[src/rtl/semaforo_pkg.sv]
// Shared encodings for the traffic-light controller and its runtime monitor:
// lamp patterns, observed phase, fault codes and the monitor state enum.
package semaforo_pkg;

  typedef enum logic [1:0] {
    PH_NONE   = 2'd0,
    PH_GREEN  = 2'd1,
    PH_YELLOW = 2'd2,
    PH_RED    = 2'd3
  } phase_e;

  typedef enum logic [1:0] {
    FC_PATTERN = 2'd0,
    FC_ORDER   = 2'd1,
    FC_SHORT   = 2'd2,
    FC_LONG    = 2'd3
  } fault_code_e;

  typedef enum logic [2:0] {
    MON_IDLE,
    MON_SYNC,
    MON_GREEN,
    MON_YELLOW,
    MON_RED,
    MON_FAULT
  } mon_state_e;

  // Lamp vectors are ordered {red, yellow, green}
  localparam logic [2:0] LAMP_OFF    = 3'b000;
  localparam logic [2:0] LAMP_GREEN  = 3'b001;
  localparam logic [2:0] LAMP_YELLOW = 3'b010;
  localparam logic [2:0] LAMP_RED    = 3'b100;

  // Non-one-hot patterns map to PH_NONE so callers can treat them as illegal
  function automatic phase_e lamp_to_phase(input logic [2:0] lamp);
    case (lamp)
      LAMP_GREEN:  lamp_to_phase = PH_GREEN;
      LAMP_YELLOW: lamp_to_phase = PH_YELLOW;
      LAMP_RED:    lamp_to_phase = PH_RED;
      default:     lamp_to_phase = PH_NONE;
    endcase
  endfunction

  function automatic phase_e next_phase(input phase_e ph);
    case (ph)
      PH_GREEN:  next_phase = PH_YELLOW;
      PH_YELLOW: next_phase = PH_RED;
      PH_RED:    next_phase = PH_GREEN;
      default:   next_phase = PH_NONE;
    endcase
  endfunction

  function automatic phase_e state_to_phase(input mon_state_e st);
    case (st)
      MON_GREEN:  state_to_phase = PH_GREEN;
      MON_YELLOW: state_to_phase = PH_YELLOW;
      MON_RED:    state_to_phase = PH_RED;
      default:    state_to_phase = PH_NONE;
    endcase
  endfunction

  function automatic mon_state_e phase_to_state(input phase_e ph);
    case (ph)
      PH_GREEN:  phase_to_state = MON_GREEN;
      PH_YELLOW: phase_to_state = MON_YELLOW;
      PH_RED:    phase_to_state = MON_RED;
      default:   phase_to_state = MON_SYNC;
    endcase
  endfunction

endpackage

[src/rtl/semaforo_monitor_if.sv]
// Lamp/enable observation bus and fault/status reporting of the monitor.
// The master side is the controller (or bench); the monitor is the slave.
interface semaforo_monitor_if;

  logic        enable;
  logic        red;
  logic        yellow;
  logic        green;
  logic        clr_fault;
  logic        fault;
  logic [1:0]  fault_code;
  logic [1:0]  phase_out;
  logic [15:0] cycle_count;

  modport master (
    output enable, red, yellow, green, clr_fault,
    input  fault, fault_code, phase_out, cycle_count
  );

  modport slave (
    input  enable, red, yellow, green, clr_fault,
    output fault, fault_code, phase_out, cycle_count
  );

endinterface

[src/rtl/semaforo_dwell_timer.sv]
// Saturating dwell counter with per-phase MIN/MAX comparison.
// over_max means one more sample of the same phase would exceed MAX.
module semaforo_dwell_timer
  import semaforo_pkg::*;
#(
  parameter int GREEN_MIN  = 4,
  parameter int GREEN_MAX  = 8,
  parameter int YELLOW_MIN = 2,
  parameter int YELLOW_MAX = 3,
  parameter int RED_MIN    = 4,
  parameter int RED_MAX    = 8,
  parameter int CNT_W      = 8
) (
  input  logic   clk,
  input  logic   rst_n,
  input  logic   clear,
  input  logic   load_one,
  input  logic   incr,
  input  phase_e phase_sel,
  output logic   below_min,
  output logic   over_max
);

  logic [CNT_W-1:0] cnt_q;
  logic [CNT_W-1:0] cnt_d;
  logic [CNT_W-1:0] sel_min;
  logic [CNT_W-1:0] sel_max;

  always_comb begin
    cnt_d = cnt_q;
    if (clear) begin
      cnt_d = '0;
    end else if (load_one) begin
      cnt_d = {{(CNT_W-1){1'b0}}, 1'b1};
    end else if (incr && (cnt_q != {CNT_W{1'b1}})) begin
      cnt_d = cnt_q + {{(CNT_W-1){1'b0}}, 1'b1};
    end
  end

  always_comb begin
    sel_min = CNT_W'(GREEN_MIN);
    sel_max = CNT_W'(GREEN_MAX);
    case (phase_sel)
      PH_YELLOW: begin
        sel_min = CNT_W'(YELLOW_MIN);
        sel_max = CNT_W'(YELLOW_MAX);
      end
      PH_RED: begin
        sel_min = CNT_W'(RED_MIN);
        sel_max = CNT_W'(RED_MAX);
      end
      default: begin
        sel_min = CNT_W'(GREEN_MIN);
        sel_max = CNT_W'(GREEN_MAX);
      end
    endcase
  end

  assign below_min = (cnt_q < sel_min);
  assign over_max  = (cnt_q >= sel_max);

  always_ff @(posedge clk or negedge rst_n) begin
    if (!rst_n) begin
      cnt_q <= '0;
    end else begin
      cnt_q <= cnt_d;
    end
  end

endmodule

[src/rtl/semaforo_monitor.sv]
// Safety watchdog for the traffic-light lamps: tracks the phase, flags the
// first encoding/order/dwell fault with a code and counts completed cycles.
module semaforo_monitor
  import semaforo_pkg::*;
#(
  parameter int GREEN_MIN  = 4,
  parameter int GREEN_MAX  = 8,
  parameter int YELLOW_MIN = 2,
  parameter int YELLOW_MAX = 3,
  parameter int RED_MIN    = 4,
  parameter int RED_MAX    = 8,
  parameter int CNT_W      = 8
) (
  input logic               clk,
  input logic               rst_n,
  semaforo_monitor_if.slave bus
);

  logic [2:0]  lamp_q, lamp_d;
  logic        en_q, en_d;
  mon_state_e  state_q, state_d;
  logic        fault_q, fault_d;
  fault_code_e fault_code_q, fault_code_d;
  phase_e      phase_q, phase_d;
  logic [15:0] cycle_count_q, cycle_count_d;
  logic        first_q, first_d;

  phase_e      cur_phase;
  phase_e      lamp_phase;
  logic        tmr_clear, tmr_load, tmr_incr;
  logic        below_min, over_max;
  logic        detect;
  fault_code_e detect_code;

  always_comb begin
    lamp_d = {bus.red, bus.yellow, bus.green};
    en_d   = bus.enable;
  end

  semaforo_dwell_timer #(
    .GREEN_MIN  (GREEN_MIN),
    .GREEN_MAX  (GREEN_MAX),
    .YELLOW_MIN (YELLOW_MIN),
    .YELLOW_MAX (YELLOW_MAX),
    .RED_MIN    (RED_MIN),
    .RED_MAX    (RED_MAX),
    .CNT_W      (CNT_W)
  ) u_dwell (
    .clk       (clk),
    .rst_n     (rst_n),
    .clear     (tmr_clear),
    .load_one  (tmr_load),
    .incr      (tmr_incr),
    .phase_sel (cur_phase),
    .below_min (below_min),
    .over_max  (over_max)
  );

  always_comb begin
    cur_phase     = state_to_phase(state_q);
    lamp_phase    = lamp_to_phase(lamp_q);
    state_d       = state_q;
    fault_d       = fault_q;
    fault_code_d  = fault_code_q;
    cycle_count_d = cycle_count_q;
    first_d       = first_q;
    tmr_clear     = 1'b0;
    tmr_load      = 1'b0;
    tmr_incr      = 1'b0;
    detect        = 1'b0;
    detect_code   = FC_PATTERN;

    case (state_q)
      MON_IDLE: begin
        tmr_clear = 1'b1;
        if (en_q) begin
          state_d = MON_SYNC;
        end else if (lamp_q != LAMP_OFF) begin
          detect = 1'b1;
        end
      end

      // The first phase after sync may have been entered part-way through,
      // so its minimum dwell cannot be judged.
      MON_SYNC: begin
        tmr_clear = 1'b1;
        if (!en_q) begin
          state_d = MON_IDLE;
        end else if (lamp_q == LAMP_OFF) begin
          state_d = MON_SYNC;
        end else if (lamp_phase != PH_NONE) begin
          state_d   = phase_to_state(lamp_phase);
          tmr_clear = 1'b0;
          tmr_load  = 1'b1;
          first_d   = 1'b1;
        end else begin
          detect = 1'b1;
        end
      end

      MON_GREEN, MON_YELLOW, MON_RED: begin
        if (!en_q) begin
          state_d   = MON_IDLE;
          tmr_clear = 1'b1;
        end else if (lamp_phase == PH_NONE) begin
          detect = 1'b1;
        end else if (lamp_phase == cur_phase) begin
          if (over_max) begin
            detect      = 1'b1;
            detect_code = FC_LONG;
          end else begin
            tmr_incr = 1'b1;
          end
        end else if (lamp_phase == next_phase(cur_phase)) begin
          if (below_min && !first_q) begin
            detect      = 1'b1;
            detect_code = FC_SHORT;
          end else begin
            state_d  = phase_to_state(lamp_phase);
            tmr_load = 1'b1;
            first_d  = 1'b0;
            if (cur_phase == PH_RED) begin
              cycle_count_d = cycle_count_q + 16'd1;
            end
          end
        end else begin
          detect      = 1'b1;
          detect_code = FC_ORDER;
        end
      end

      MON_FAULT: begin
        tmr_clear = 1'b1;
        if (bus.clr_fault) begin
          state_d      = en_q ? MON_SYNC : MON_IDLE;
          fault_d      = 1'b0;
          fault_code_d = FC_PATTERN;
        end
      end

      default: begin
        state_d   = MON_IDLE;
        tmr_clear = 1'b1;
      end
    endcase

    // A clear arriving with a fresh fault wins; the fault is re-detected on
    // the next sample if the lamps still show it.
    if (detect) begin
      tmr_clear = 1'b1;
      tmr_load  = 1'b0;
      tmr_incr  = 1'b0;
      if (bus.clr_fault) begin
        state_d = en_q ? MON_SYNC : MON_IDLE;
      end else begin
        state_d      = MON_FAULT;
        fault_d      = 1'b1;
        fault_code_d = detect_code;
      end
    end
  end

  // The reported phase freezes at its last value while a fault is latched
  always_comb begin
    phase_d = state_to_phase(state_d);
    if (state_d == MON_FAULT) begin
      phase_d = phase_q;
    end
  end

  always_ff @(posedge clk or negedge rst_n) begin
    if (!rst_n) begin
      lamp_q        <= LAMP_OFF;
      en_q          <= 1'b0;
      state_q       <= MON_IDLE;
      fault_q       <= 1'b0;
      fault_code_q  <= FC_PATTERN;
      phase_q       <= PH_NONE;
      cycle_count_q <= 16'd0;
      first_q       <= 1'b0;
    end else begin
      lamp_q        <= lamp_d;
      en_q          <= en_d;
      state_q       <= state_d;
      fault_q       <= fault_d;
      fault_code_q  <= fault_code_d;
      phase_q       <= phase_d;
      cycle_count_q <= cycle_count_d;
      first_q       <= first_d;
    end
  end

  assign bus.fault       = fault_q;
  assign bus.fault_code  = fault_code_q;
  assign bus.phase_out   = phase_q;
  assign bus.cycle_count = cycle_count_q;

endmodule

[src/flat_wrapper.sv]
// flat-port wrapper written by rule: the top's interface ports become plain ports
module semaforo_monitor_flat import semaforo_pkg::*;
#(
  parameter int GREEN_MIN  = 4,
  parameter int GREEN_MAX  = 8,
  parameter int YELLOW_MIN = 2,
  parameter int YELLOW_MAX = 3,
  parameter int RED_MIN    = 4,
  parameter int RED_MAX    = 8,
  parameter int CNT_W      = 8
)
  (clk, rst_n, bus_enable, bus_red, bus_yellow, bus_green, bus_clr_fault, bus_fault, bus_fault_code, bus_phase_out, bus_cycle_count);
  semaforo_monitor_if bus_i ();
  input logic clk;
  input logic rst_n;
  input wire logic [$bits(bus_i.enable)-1:0] bus_enable;
  input wire logic [$bits(bus_i.red)-1:0] bus_red;
  input wire logic [$bits(bus_i.yellow)-1:0] bus_yellow;
  input wire logic [$bits(bus_i.green)-1:0] bus_green;
  input wire logic [$bits(bus_i.clr_fault)-1:0] bus_clr_fault;
  output wire logic [$bits(bus_i.fault)-1:0] bus_fault;
  output wire logic [$bits(bus_i.fault_code)-1:0] bus_fault_code;
  output wire logic [$bits(bus_i.phase_out)-1:0] bus_phase_out;
  output wire logic [$bits(bus_i.cycle_count)-1:0] bus_cycle_count;
  assign bus_i.enable = bus_enable;
  assign bus_i.red = bus_red;
  assign bus_i.yellow = bus_yellow;
  assign bus_i.green = bus_green;
  assign bus_i.clr_fault = bus_clr_fault;
  assign bus_fault = bus_i.fault;
  assign bus_fault_code = bus_i.fault_code;
  assign bus_phase_out = bus_i.phase_out;
  assign bus_cycle_count = bus_i.cycle_count;
  semaforo_monitor #(.GREEN_MIN(GREEN_MIN), .GREEN_MAX(GREEN_MAX), .YELLOW_MIN(YELLOW_MIN), .YELLOW_MAX(YELLOW_MAX), .RED_MIN(RED_MIN), .RED_MAX(RED_MAX), .CNT_W(CNT_W)) u_core (.clk(clk), .rst_n(rst_n), .bus(bus_i));
endmodule
[config.mk]
export PLATFORM = sky130hd
export DESIGN_NAME = semaforo_monitor_flat
export DESIGN_NICKNAME = d
export VERILOG_FILES = /design/src/rtl/semaforo_pkg.sv /design/src/rtl/semaforo_monitor_if.sv /design/src/rtl/semaforo_dwell_timer.sv /design/src/rtl/semaforo_monitor.sv /design/src/flat_wrapper.sv
export SDC_FILE = /design/constraint.sdc
export NUM_CORES = 1
export LEC_CHECK = 0
export ABC_AREA = 1
export CELL_PAD_IN_SITES_DETAIL_PLACEMENT = 1
export CELL_PAD_IN_SITES_GLOBAL_PLACEMENT = 1
export CORE_ASPECT_RATIO = 1.75
export CORE_MARGIN = 2
export CORE_UTILIZATION = 45
export CTS_BUF_LIST = sky130_fd_sc_hd__clkbuf_8
export DETAILED_ROUTE_END_ITERATION = 8
export GPL_ROUTABILITY_DRIVEN = 0
export GPL_TIMING_DRIVEN = 0
export PLACE_DENSITY = 0.95
export SLEW_MARGIN = 20
export SYNTH_ARGS = -nofsm -noshare
export SYNTH_HDL_FRONTEND = slang
export SYNTH_SLANG_ARGS = --single-unit
[constraint.sdc]
create_clock -name clk -period 4.9 [get_ports clk]
set_clock_uncertainty 0.2 [all_clocks]
set_input_delay 0.98 -clock clk [delete_from_list [all_inputs] [get_ports clk]]
set_output_delay 0.98 -clock clk [all_outputs]
set_load 0.005 [all_outputs]
**Word level (Yosys, flattened, before mapping)**

Cells that the tools add are included.

- Add/sub/neg operators: 2
- Magnitude comparators: 2
- Eq/ne operators: 29
- Mux-type cells: 85
- Bitwise operators: 3
- Reduce and logical (&&, ||, !) cells: 13

Operators by type and width:

| kind | number |
|---|---|
| 2-to-1 mux 1 bit | 43 |
| 2-to-1 mux 3 bit | 13 |
| 2-to-1 mux 2 bit | 15 |
| 2-to-1 mux 8 bit | 3 |
| one-hot mux 2 bit (3 select lines) | 4 |
| adder 16 x 1 -> 16 bit (second input constant) | 1 |
| == test 3 x 2 -> 1 bit (second input constant) | 5 |
| == test 3 bit (second input constant) | 5 |
| one-hot mux 3 bit (4 select lines) | 1 |
| one-hot mux 3 bit (3 select lines) | 1 |
| AND reduction 9 bit | 1 |
| adder 8 x 1 -> 8 bit (second input constant) | 1 |
| == test 2 bit (second input constant) | 4 |
| >= comparator 8 bit | 1 |
| < comparator 8 bit | 1 |
| != test 2 x 1 -> 1 bit (second input constant) | 4 |
| != test 2 bit (second input constant) | 4 |
| != test 8 bit (second input constant) | 1 |
| AND reduction 7 bit | 1 |
| == test 3 x 1 -> 1 bit (second input constant) | 2 |
| logical NOT 3 bit | 2 |
| one-hot mux 1 bit (2 select lines) | 3 |
| nonzero test 3 bit | 2 |
| == test 2 x 1 -> 1 bit (second input constant) | 2 |
| 9 further kinds | 14 |

- Flip-flop bits (word level): 37
- Input port bits: 7
- Output and inout port bits: 21
- Logic and storage cells: 143

**Depth between registers and ports, before layout**

Gate-level depths: netlist (run 1).

- Word-level depth: 19
- Mapped depth: 20
- Gate-level depth less buffers: 20

**Cells and area by module**

Synthesis (run 1) repeated with hierarchy kept, for this count alone.

- Cell total of the unflattened synthesis: 315
- Area total of the unflattened synthesis: 2388.5 um^2

By module, submodules not included:

| module | times used | cells an instance | area each (um^2) | seq. area each (um^2) |
|---|---|---|---|---|
| semaforo_monitor | 1 | 223 | 1754.2 | 725.7 |
| semaforo_dwell_timer | 1 | 92 | 634.4 | 200.2 |

**Least setup slack after synthesis (run 1)**

No wires, ideal clock.

- Path type: flip-flop to flip-flop
- Start point: register u_core.state_q[0]
- End point: register u_core.cycle_count_q[2] (netlist: u_core.bus.cycle_count[2])
- Setup time: 0.123 ns
- Arrival time: 2.251 ns
- Data required time: 4.577 ns
- Setup slack: 2.326 ns
- Cell stages (with the launch flop): 19
- Path buffers: 1
- Period minus slack after synthesis: 2.574 ns
- Path through: dfrtp_1 > inv_1 > nand3_2 > nand2_2 > ha_1 > inv_1 > o21ai_0 > nand2_1 > nor2_1 > nor2_8 > nand3_4 > nand2_1 > o21ai_2 > nor3_4 > nand3_4 > clkinv_2 > buf_6 > nand3_2 > nand2_1

- Word-level cells in the longest chain between the ends: 10
- Elaborated cells between the ends (all ways): 21
- Those cells by class: 1 x order compare; 8 x eq/ne; 7 x mux; 2 x bitwise; 3 x reduce/logical

RTL lines:

| item | line | RTL |
|---|---|---|
| from (decl) | semaforo_monitor.sv:21 | `mon_state_e state_q, state_d;` |
| from (signal assigned) | semaforo_monitor.sv:184 | `state_q <= state_d;` |
| == test 3 bit or == test 3 x 2 -> 1 bit (tied branches) | semaforo_pkg.sv:54, semaforo_monitor.sv:73 |  |
| one-hot mux 2 bit (3 select lines) | semaforo_pkg.sv:54 | `case (st)` |
| == test 2 bit, or another cell as far along | semaforo_pkg.sv:45, semaforo_monitor.sv:122 |  |
| one-hot mux 2 bit (3 select lines) | semaforo_pkg.sv:45 | `case (ph)` |
| 2-to-1 mux 2 bit | semaforo_monitor.sv:107 | `end else if (lamp_phase == cur_phase) begin` |
| 2-to-1 mux 2 bit | semaforo_monitor.sv:105 | `end else if (lamp_phase == PH_NONE) begin` |
| 2-to-1 mux 2 bit | semaforo_monitor.sv:102 | `if (!en_q) begin` |
| 2-to-1 mux 2 bit | semaforo_monitor.sv:73 | `case (state_q)` |
| == test 2 bit | semaforo_monitor.sv:114 | `end else if (lamp_phase == next_phase(cur_phase)) begin` |
| AND reduction 7 bit (no source line) * | -- |  |
| to (signal assigned) | semaforo_monitor.sv:188 | `cycle_count_q <= cycle_count_d;` |
| to (decl) | semaforo_monitor.sv:25 | `logic [15:0] cycle_count_q, cycle_count_d;` |

Every way passes the cells marked *; elsewhere a longest branch is shown, timed or not. The select of a mux whose other input is x is not followed.
A chain may end at the register's enable or synchronous reset.

**Final worst setup path (run 1)**

- Start point: register u_core.state_q[1]
- End point: register u_core.cycle_count_q[2] (netlist: u_core.bus.cycle_count[2])

Same word-level chain as after synthesis.

==> results.md, run 1 <==
Finish:
- For this run, the share of the core covered by cells in the final layout is 0.543.
- For this run, the post-layout net count is 377.
- The number of antenna diodes is 0.
- The post-layout instance area is 0.00283 sq mm.
- The area growth from synthesis to layout is 18.6%.
- The fraction of final layout cells sized beyond drive strength 1 is 0.0909.

Worst setup path:
- The largest individual stage delay along the critical path comes from the cell sky130_fd_sc_hd__dfrtp_1.
- The sort of element at the end of the critical path is a register.
- The launching element of the worst setup path is u_core.state_q[1]$_DFF_PN0_.
- The signal on the critical path passes through inv_2, nand2_1, nand3_1, ha_1, o21ai_0, nand2_1, nor2_1, nor2_8, nand3_4, nand2_1, o21ai_2, nor3_4, nand3_4, clkinv_2, buf_6, nand3_2, nand2_1.
- In this run the worst path has a maximum fanout of 10.
- STA puts the critical path data required time at 4870 ps.
- STA classifies the critical path startpoint as a register.
- The launch point of the worst reg-to-reg path is u_core.state_q[1]$_DFF_PN0_.
- The endpoint arrival time on the critical path is 3080 ps.
- By instance count, the cell type seen most on the critical path is sky130_fd_sc_hd__nand2_1.
- The number of buffers and inverters on the critical path is 3.
- The stage delay of the slowest cell on the critical path is 470 ps.
- By startpoint and endpoint, the worst setup path is classified as register to register.
- The setup check on the worst reg-to-reg path leaves a slack of 1780 ps.
- The cell family contributing the most delay on the critical path is simple AND/OR/NAND/NOR gates.

Clock tree:
- The deepest clock path buffer count is 2.
- The number of buffers created by CTS is 5.
- The CTS tree is yes.
- For the worst-skew pair, the clock arrives at the later sink with an insertion delay of 290 ps.
- Clock-pin slew was measured on the worst setup and hold paths at 80 ps.
- The clock net in this run drives a total of 37 sinks.
- The H-tree was split into 2 levels.
- The root buffer cell is sky130_fd_sc_hd__clkbuf_8.
- After clock tree synthesis, the setup repair step added 0 buffers.
- Hold repair after CTS inserted 0 buffers.
- The post-CTS resize count is 0.

Hold path:
- The type of the tightest min-delay check is input pin to asynchronous set/reset pin.

Placed design:
- The placed instances occupy a cell area of 0.00275 sq mm.
- The count of input and output buffers is 27.
- Once detailed placement completed, the half-perimeter wirelength came to 5.76 mm.

STA:
- Setup repair after global routing left no endpoint under its margin.
- The final number of max-transition violations is 0.
- On the final layout, the worst hold slack is 302 ps.
- The time the worst path needs with I/O delays and setup is 3120 ps.
- For the final routed database, the setup TNS stands at 0 ps.
- Setup violations remaining at the end of the flow were counted as 0.
- The maximum clock frequency is 321 MHz.
- The count of final hold-check violations was 0.
- The post-route fraction of the period consumed by the critical path is 0.636.

Die:
- From left edge to right edge, the die measures 59.1 um.
- The total I/O pin count is 28.
- The core footprint is 0.00521 sq mm.
- The initial utilization of the core area, before any placement, comes to 0.458.
- The die covers 0.00593 sq mm.
- The height of the die is 100 um.
- The site row count is 35.

Synthesis:
- The number of flops mapped to enable cells by yosys is 0.
- After synthesis, the cell types taking the most area are sky130_fd_sc_hd__dfrtp_1 39%, sky130_fd_sc_hd__nand2_1 16%, sky130_fd_sc_hd__inv_1 6.8%, sky130_fd_sc_hd__nand3_1 5.0%, sky130_fd_sc_hd__nor2_1 4.2%.
- The area of the mapped netlist is 0.00239 sq mm.
- The share of the Yosys chip area taken by registers is 0.388.
- The largest total area in the synthesized netlist belongs to sky130_fd_sc_hd__dfrtp_1.
- After synthesis, the netlist uses 33 different library cells.
- In the synthesized netlist the async set-or-reset flop fraction comes to 1.00.
- In the synthesized netlist, the cells that appear most often are 103 x sky130_fd_sc_hd__nand2_1, 43 x sky130_fd_sc_hd__inv_1, 37 x sky130_fd_sc_hd__dfrtp_1.
- The predominant post-synthesis flop cell is sky130_fd_sc_hd__dfrtp_1.
- The number of warnings reported in the yosys synthesis log is 0.
- The count of mapped cells out of synthesis is 325.
- By instance count, the leading cell after synthesis is sky130_fd_sc_hd__nand2_1.
- The synthesized design contains 37 register bits.
- The average footprint of a synthesized cell is 7.35 sq um.
- The proportion of netlist area held by the largest area contributor is 0.388.

Power:
- The total power is 1.03 mW.
- In this run the static leakage power is 1.36 nW.
- Dividing total power by cell area gives a power density of 364 mW/mm^2.
- IR analysis of the VDD net gives a maximum drop of 0.000237 V.

Run status:
- The flow ran to the end, and the final reports show no timing, DRC or antenna violations.

GRT:
- The via count of the first global-routing pass is 2,581.
- Entering global routing, the biggest net connects 34 pins.
- The total overflow left after global routing is 0.
- The initial antenna violation count is 0.
- The overall fraction of global-route tracks in use is 0.276.
- The global-route wire length before repair is 12.1 mm.

Routing:
- Before antenna repair, the detailed router went through 4 iterations.
- For this block, the initial DRC count from the detailed router was 44.
- Using the TritonRoute via totals, the vias-per-cell ratio works out to 5.57.
- The detail route stage leaves a number of antenna-violating nets equal to 0.
- The detailed-route wire length per cell is 17.5 um.
- In the routed design, unresolved DRC markers number 0.
- The final wirelength is 7.33 mm.
- Summing over every cut layer, the via total after detailed routing is 2,330.

Run:
- The number of violations of the max-capacitance limit is 0.
## report_power, final
group          internal (mW)  total [mW]  switching (mW)
sequential             0.343       0.375          0.0320
combinational          0.153       0.450           0.296
clock                 0.0965       0.206           0.109
## layout by cell type, fill, tap and decap left out, drive strengths merged
cell type      count
a21oi              4
a41oi              1
buf                4
clkbuf             5
clkdlybuf4s50     26
clkinv             3
conb               3
dfrtp             37
ha                 8
inv               46
nand2            111
nand3             29
nand3b             1
nand4              7
nor2              30
nor3              10
nor4               1
o2111ai            3
o211ai             1
o21ai             17
o31ai              1
or2                1
xnor2              7
xor2               7
## routing by layer
| metal | up-vias | routed length [um] | track usage | share of wire |
|---|---|---|---|---|
| met3 | 38 | 190 | 0.0387 | 0.026 |
| met1 | 1128 | 2450 | 0.242 | 0.33 |
| met2 | 61 | 4240 | 0.538 | 0.58 |
| met4 | 0 | 450 | 0.182 | 0.061 |
| met5 | - | 0 | 0 | 0 |
| li1 | 1103 | - | - | - |
## sequential cells by signal (all words and copies together) (netlist names)
signal and flops:
u_core.state_q 3, u_core.first_q 1, u_core.lamp_q 3, u_core.bus.fault_code 2
u_core.en_q 1, u_core.u_dwell.cnt_q 8, u_core.bus.fault 1, u_core.bus.phase_out 2
u_core.bus.cycle_count 16
## per-stage QoR
step / instances / setup slack [ps]
floorplan: 327 / 2330
global placement: 409 / 1880
detailed placement: 410 / 1800
CTS: 418 / 1770
global route: 418 / 1490
finish: 418 / 1780
## cells by family after synthesis
kind of cell / Yosys count / synth area share
DFF: 37 / 0.388
buffers and inverters: 48 / 0.0797
and+or+nand+nor: 190 / 0.371
AOI/OAI and AO/OA: 27 / 0.0666
adders and majority gates: 8 / 0.0419
xor gates and xnor gates: 14 / 0.0514
other: 1 / 0.00157
## cell type report
cell class	count	area [sq um]
Inverter	46	174
Buffer	2	16.3
Clock buffer	5	68.8
Clock inverter	3	13.8
Sequential cell	37	926
Multi-Input combinational cell	242	1280
Timing Repair Buffer	28	285
Tap cell	55	68.8
Fill cell	678	2380
## path summary, 6_finish.rpt
check                           cells past startpoint                                     end
worst max-delay path                               17   u_core.bus.cycle_count[2]$_DFFE_PN0P_
worst min-delay path                                1              u_core.lamp_q[1]$_DFF_PN0_
worst max register to register                     17   u_core.bus.cycle_count[2]$_DFFE_PN0P_
worst min register to register                      1     u_core.u_dwell.cnt_q[0]$_DFFE_PN0P_
max in group asynchronous                           2  u_core.bus.cycle_count[11]$_DFFE_PN0P_
min in group clk                                    1     u_core.u_dwell.cnt_q[0]$_DFFE_PN0P_
No activity file was read; power rests on OpenSTA's default activity.
==> inputs of run 2 (changes only) <==
--- a/config.mk
+++ b/config.mk
@@ -10,12 +10,12 @@
 export CELL_PAD_IN_SITES_GLOBAL_PLACEMENT = 1
 export CORE_ASPECT_RATIO = 1.75
 export CORE_MARGIN = 2
-export CORE_UTILIZATION = 45
+export CORE_UTILIZATION = 42
 export CTS_BUF_LIST = sky130_fd_sc_hd__clkbuf_8
 export DETAILED_ROUTE_END_ITERATION = 8
 export GPL_ROUTABILITY_DRIVEN = 0
 export GPL_TIMING_DRIVEN = 0
-export PLACE_DENSITY = 0.95
+export PLACE_DENSITY = 0.92
 export SLEW_MARGIN = 20
 export SYNTH_ARGS = -nofsm -noshare
 export SYNTH_HDL_FRONTEND = slang
==> constraint.sdc (replaced) <==
create_clock -name clk -period 3.1 [get_ports clk]
set_clock_uncertainty 0.2 [all_clocks]
set_input_delay 0.62 -clock clk [delete_from_list [all_inputs] [get_ports clk]]
set_output_delay 0.62 -clock clk [all_outputs]
set_load 0.005 [all_outputs]
==> results.md, run 2 (synthesis results as in run 1) <==
Routing:
- The detailed-route wire length per cell is 17.3 um (-1.4%).
- The final wirelength is 7.71 mm (+5.2%).
- The number of iterations in the first detailed-routing pass is 4 (unchanged).
- The remaining antenna violation count was 0 (unchanged).
- The per-cell via count in the routed design is 5.38 (-3.5%).
- The DRC marker count from the first detailed-route iteration is 57 (+30%).
- The remaining design rule violation count is 0 (unchanged).
- The via total after detailed routing is 2,400 (+3.0%).

Finish:
- The commonest non-fill, non-tap cell in the layout is sky130_fd_sc_hd__nand2_1.
- The number of nets in the layout is 384 (+1.9%).
- The area growth from synthesis to layout is 23.8%.
- The post-layout instance area was 0.00296 sq mm (+4.4%).
- The number of antenna diodes came to 0 (unchanged).
- The top cell types in the final layout, fill and taps aside, are 100 x sky130_fd_sc_hd__nand2_1, 42 x sky130_fd_sc_hd__inv_1, 35 x sky130_fd_sc_hd__dfrtp_1, 26 x sky130_fd_sc_hd__nor2_1, 26 x sky130_fd_sc_hd__clkdlybuf4s50_1.
- The number of flip-flops under the largest register name is 16 (unchanged).
- The flip-flop and latch area is 928 sq um (+0.27%).
- The final-layout fill cell count was 707 (+4.3%).
- The area used by multi-input combinational logic is 0.00132 sq mm (+3.0%).
- The fraction of final layout cells sized beyond drive strength 1 is 0.138 (+0.0469).

Die:
- The height of the die was 104 um (+3.4%).
- The site row count came to 36 (+2.9%).
- The total I/O pin count is 28 (unchanged).
- The initial core utilization was 0.431 (-0.0272).
- The width of the die is 61.0 um (+3.3%).
- The area of the die is 0.00633 sq mm (+6.8%).
- The core footprint is 0.00554 sq mm (+6.3%).

Worst setup path:
- The worst setup path is of the register to register kind.
- The worst setup path is launched from a register.
- The endpoint arrival time on the critical path is 2910 ps (-170 ps).
- The stage delay of the slowest cell on the critical path is 450 ps (-20 ps).
- The end of the worst register-to-register path is u_core.bus.cycle_count[2]$_DFFE_PN0P_.
- STA classifies the critical path endpoint as a register.
- The depth of the most critical reg-to-reg path is 18 (+1).
- In this run the worst setup path begins at u_core.state_q[2]$_DFF_PN0_.
- The biggest fanout along the worst timing path came to 10 (unchanged).
- The cell occurring most often along the worst timing path is sky130_fd_sc_hd__nand2_1.
- The count of buffer and inverter cells on the critical path is 3 (unchanged).
- The launch point of the worst reg-to-reg path is u_core.state_q[2]$_DFF_PN0_.
- Among all stages on the critical path, the largest delay is contributed by sky130_fd_sc_hd__dfrtp_2.
- The data required time at the worst endpoint is 3140 ps (-1730 ps).
- The register-to-register setup slack is 230 ps (-1550 ps).
- The cell family contributing the most delay on the critical path is simple AND/OR/NAND/NOR gates.
- Walking the worst path, the cells encountered are inv_4, nand2_1, nand3_2, ha_1, nand2_1, nand3_1, nand2_1, nor2_2, nor2_8, nand3_4, nand2_1, o21ai_2, nor3_4, nand3_4, clkinv_2, buf_6, nand3_2, nand2_1.

STA:
- The final-report setup violation count is 0 (unchanged).
- The post-route fraction of the period consumed by the critical path is 0.924 (+0.289).
- The final number of max-transition violations is 0 (unchanged).
- The relative slew slack is 0.637.
- The final-layout worst hold slack is 341 ps (+39.9 ps).
- The time the worst path needs with I/O delays and setup is 2870 ps (-250 ps).
- The worst setup slack after layout came to 234 ps (-1550 ps).
- The maximum clock frequency came to 349 MHz (+8.7%).
- The count of final hold-check violations came to 0 (unchanged).
- For the pin with the worst max-slew slack, the measured transition is 545 ps.
- The summed negative setup slack over all endpoints was 0 ps (unchanged).

Placed design:
- The instance area after placement is 0.00278 sq mm (+0.96%).
- The half-perimeter wire length of the detailed placement result is 5.79 mm (+0.35%).
- The count of input and output buffers is 27 (unchanged).
- The pre-CTS setup slack is -6.51 ps (-1800 ps).

Hold path:
- The critical hold path startpoint is u_core.u_dwell.cnt_q[0]$_DFFE_PN0P_.
- The type of the tightest min-delay check is register to register.
- Along the worst hold path, the cell count comes to 1.
- The end point of the most critical hold path is u_core.u_dwell.cnt_q[0]$_DFFE_PN0P_.

Power:
- The leakage component of the power is 1.39 nW (+2.4%).
- The maximum vdd ir drop is 0.000394 V (+66%).
- The total power per unit cell area is 594 mW/mm^2 (+63%).

Run:
- The number of violations of the max-capacitance limit was 0 (unchanged).

Run status:
- The run finished with clean final reports.

Clock tree:
- The source-to-sink clock delay at the later pin of the worst-skew pair came to 310 ps (+20 ps).
- The clock sink count is 37 (unchanged).
- The clock slew at the register clock pins of the worst setup and hold paths was 70 ps (about the same).
- The deepest clock path buffer count is 2 (unchanged).
- The number of H-tree levels is 2 (unchanged).
- In this run the clock root is driven by a sky130_fd_sc_hd__clkbuf_8.
- The number of buffers created by CTS is 5 (unchanged).
- TritonCTS built the clock tree.

GRT:
- The global-route wire length before repair came to 12.7 mm (+5.5%).
- The via count of the first global-routing pass came to 2,694 (+4.4%).
- The overall fraction of global-route tracks in use was 0.273 (-0.00267).
- The initial antenna violation count is 0 (unchanged).
- The final global-route overflow total is 0 (unchanged).
- The largest net degree at the start of global routing is 34 (unchanged).
==> run 2: cell type report <==
cell class	count	share of cell area
buffer	2	0.00550
inverter	46	0.0597
clock inverter	3	0.00466
timing repair buffer	35	0.115
clock buffer	5	0.0233
tap	76	0.0322
multi-input combinational	242	0.446
sequential	37	0.314
==> run 2: worst max path at each step <==
stage	endpoint	slack [ps]	cells after the start
2_1_floorplan	u_core.bus.cycle_count[2]$_DFFE_PN0P_	530	18
3_3_place_gp	u_core.bus.cycle_count[2]$_DFFE_PN0P_	130	18
3_5_place_dp	u_core.bus.phase_out[1]$_DFFE_PN0P_	-7	19
4_1_cts	u_core.bus.phase_out[1]$_DFFE_PN0P_	20	19
5_1_grt	u_core.bus.phase_out[1]$_DFFE_PN0P_	-3	19
6_report	u_core.bus.cycle_count[2]$_DFFE_PN0P_	230	18
==> run 2: where the power goes <==
part	switching (mW)	internal, mW	total (mW)
clock network	0.187	0.153	0.339
logic	0.528	0.293	0.820
registers	0.0532	0.545	0.598
==> run 2: per-layer routing <==
layer	vias to the layer above	share of wire	track usage
met3	39	0.033	0.0524
met1	1169	0.31	0.246
met2	73	0.58	0.505
li1	1119	-	-
met4	0	0.067	0.174
met5	-	0	0
==> run 2: repair_timing <==
item | in CTS | in global routing
setup buffers | 0 | 6
hold endpoints to repair | 4 | 0
endpoints found under the setup margin | 2 | 25
resized for setup | 2 | 13
pin swaps | 0 | 2
hold buffers | 1 | 0
==> run 2: worst register-to-register path, stage by stage (launching register included) <==
cell and delay [ps]:
sky130_fd_sc_hd__dfrtp_2 450, sky130_fd_sc_hd__inv_4 70, sky130_fd_sc_hd__nand2_1 90, sky130_fd_sc_hd__nand3_2 120, sky130_fd_sc_hd__ha_1 290, sky130_fd_sc_hd__nand2_1 90
sky130_fd_sc_hd__nand3_1 60, sky130_fd_sc_hd__nand2_1 110, sky130_fd_sc_hd__nor2_2 80, sky130_fd_sc_hd__nor2_8 140, sky130_fd_sc_hd__nand3_4 100, sky130_fd_sc_hd__nand2_1 90
sky130_fd_sc_hd__o21ai_2 90, sky130_fd_sc_hd__nor3_4 200, sky130_fd_sc_hd__nand3_4 170, sky130_fd_sc_hd__clkinv_2 140, sky130_fd_sc_hd__buf_6 160, sky130_fd_sc_hd__nand3_2 70
sky130_fd_sc_hd__nand2_1 90
==> run 2: through the flow <==
step / utilization / power (mW) / instances
final: 0.534 / 1.76 / 446
after floorplan: - / 1.09 / 327
after global placement: 0.498 / 1.27 / 430
after global routing: 0.534 / 1.89 / 446
after CTS: 0.518 / 1.68 / 440
after detailed placement: 0.501 / 1.33 / 431
==> inputs of run 3 (changes only) <==
--- a/config.mk
+++ b/config.mk
@@ -12,6 +12,7 @@
 export CORE_MARGIN = 2
 export CORE_UTILIZATION = 42
 export CTS_BUF_LIST = sky130_fd_sc_hd__clkbuf_8
+export CTS_CLUSTER_DIAMETER = 60
 export DETAILED_ROUTE_END_ITERATION = 8
 export GPL_ROUTABILITY_DRIVEN = 0
 export GPL_TIMING_DRIVEN = 0
==> results of run 3 <==
No change in the layout: final DEF, timing and power equal those of run 2.
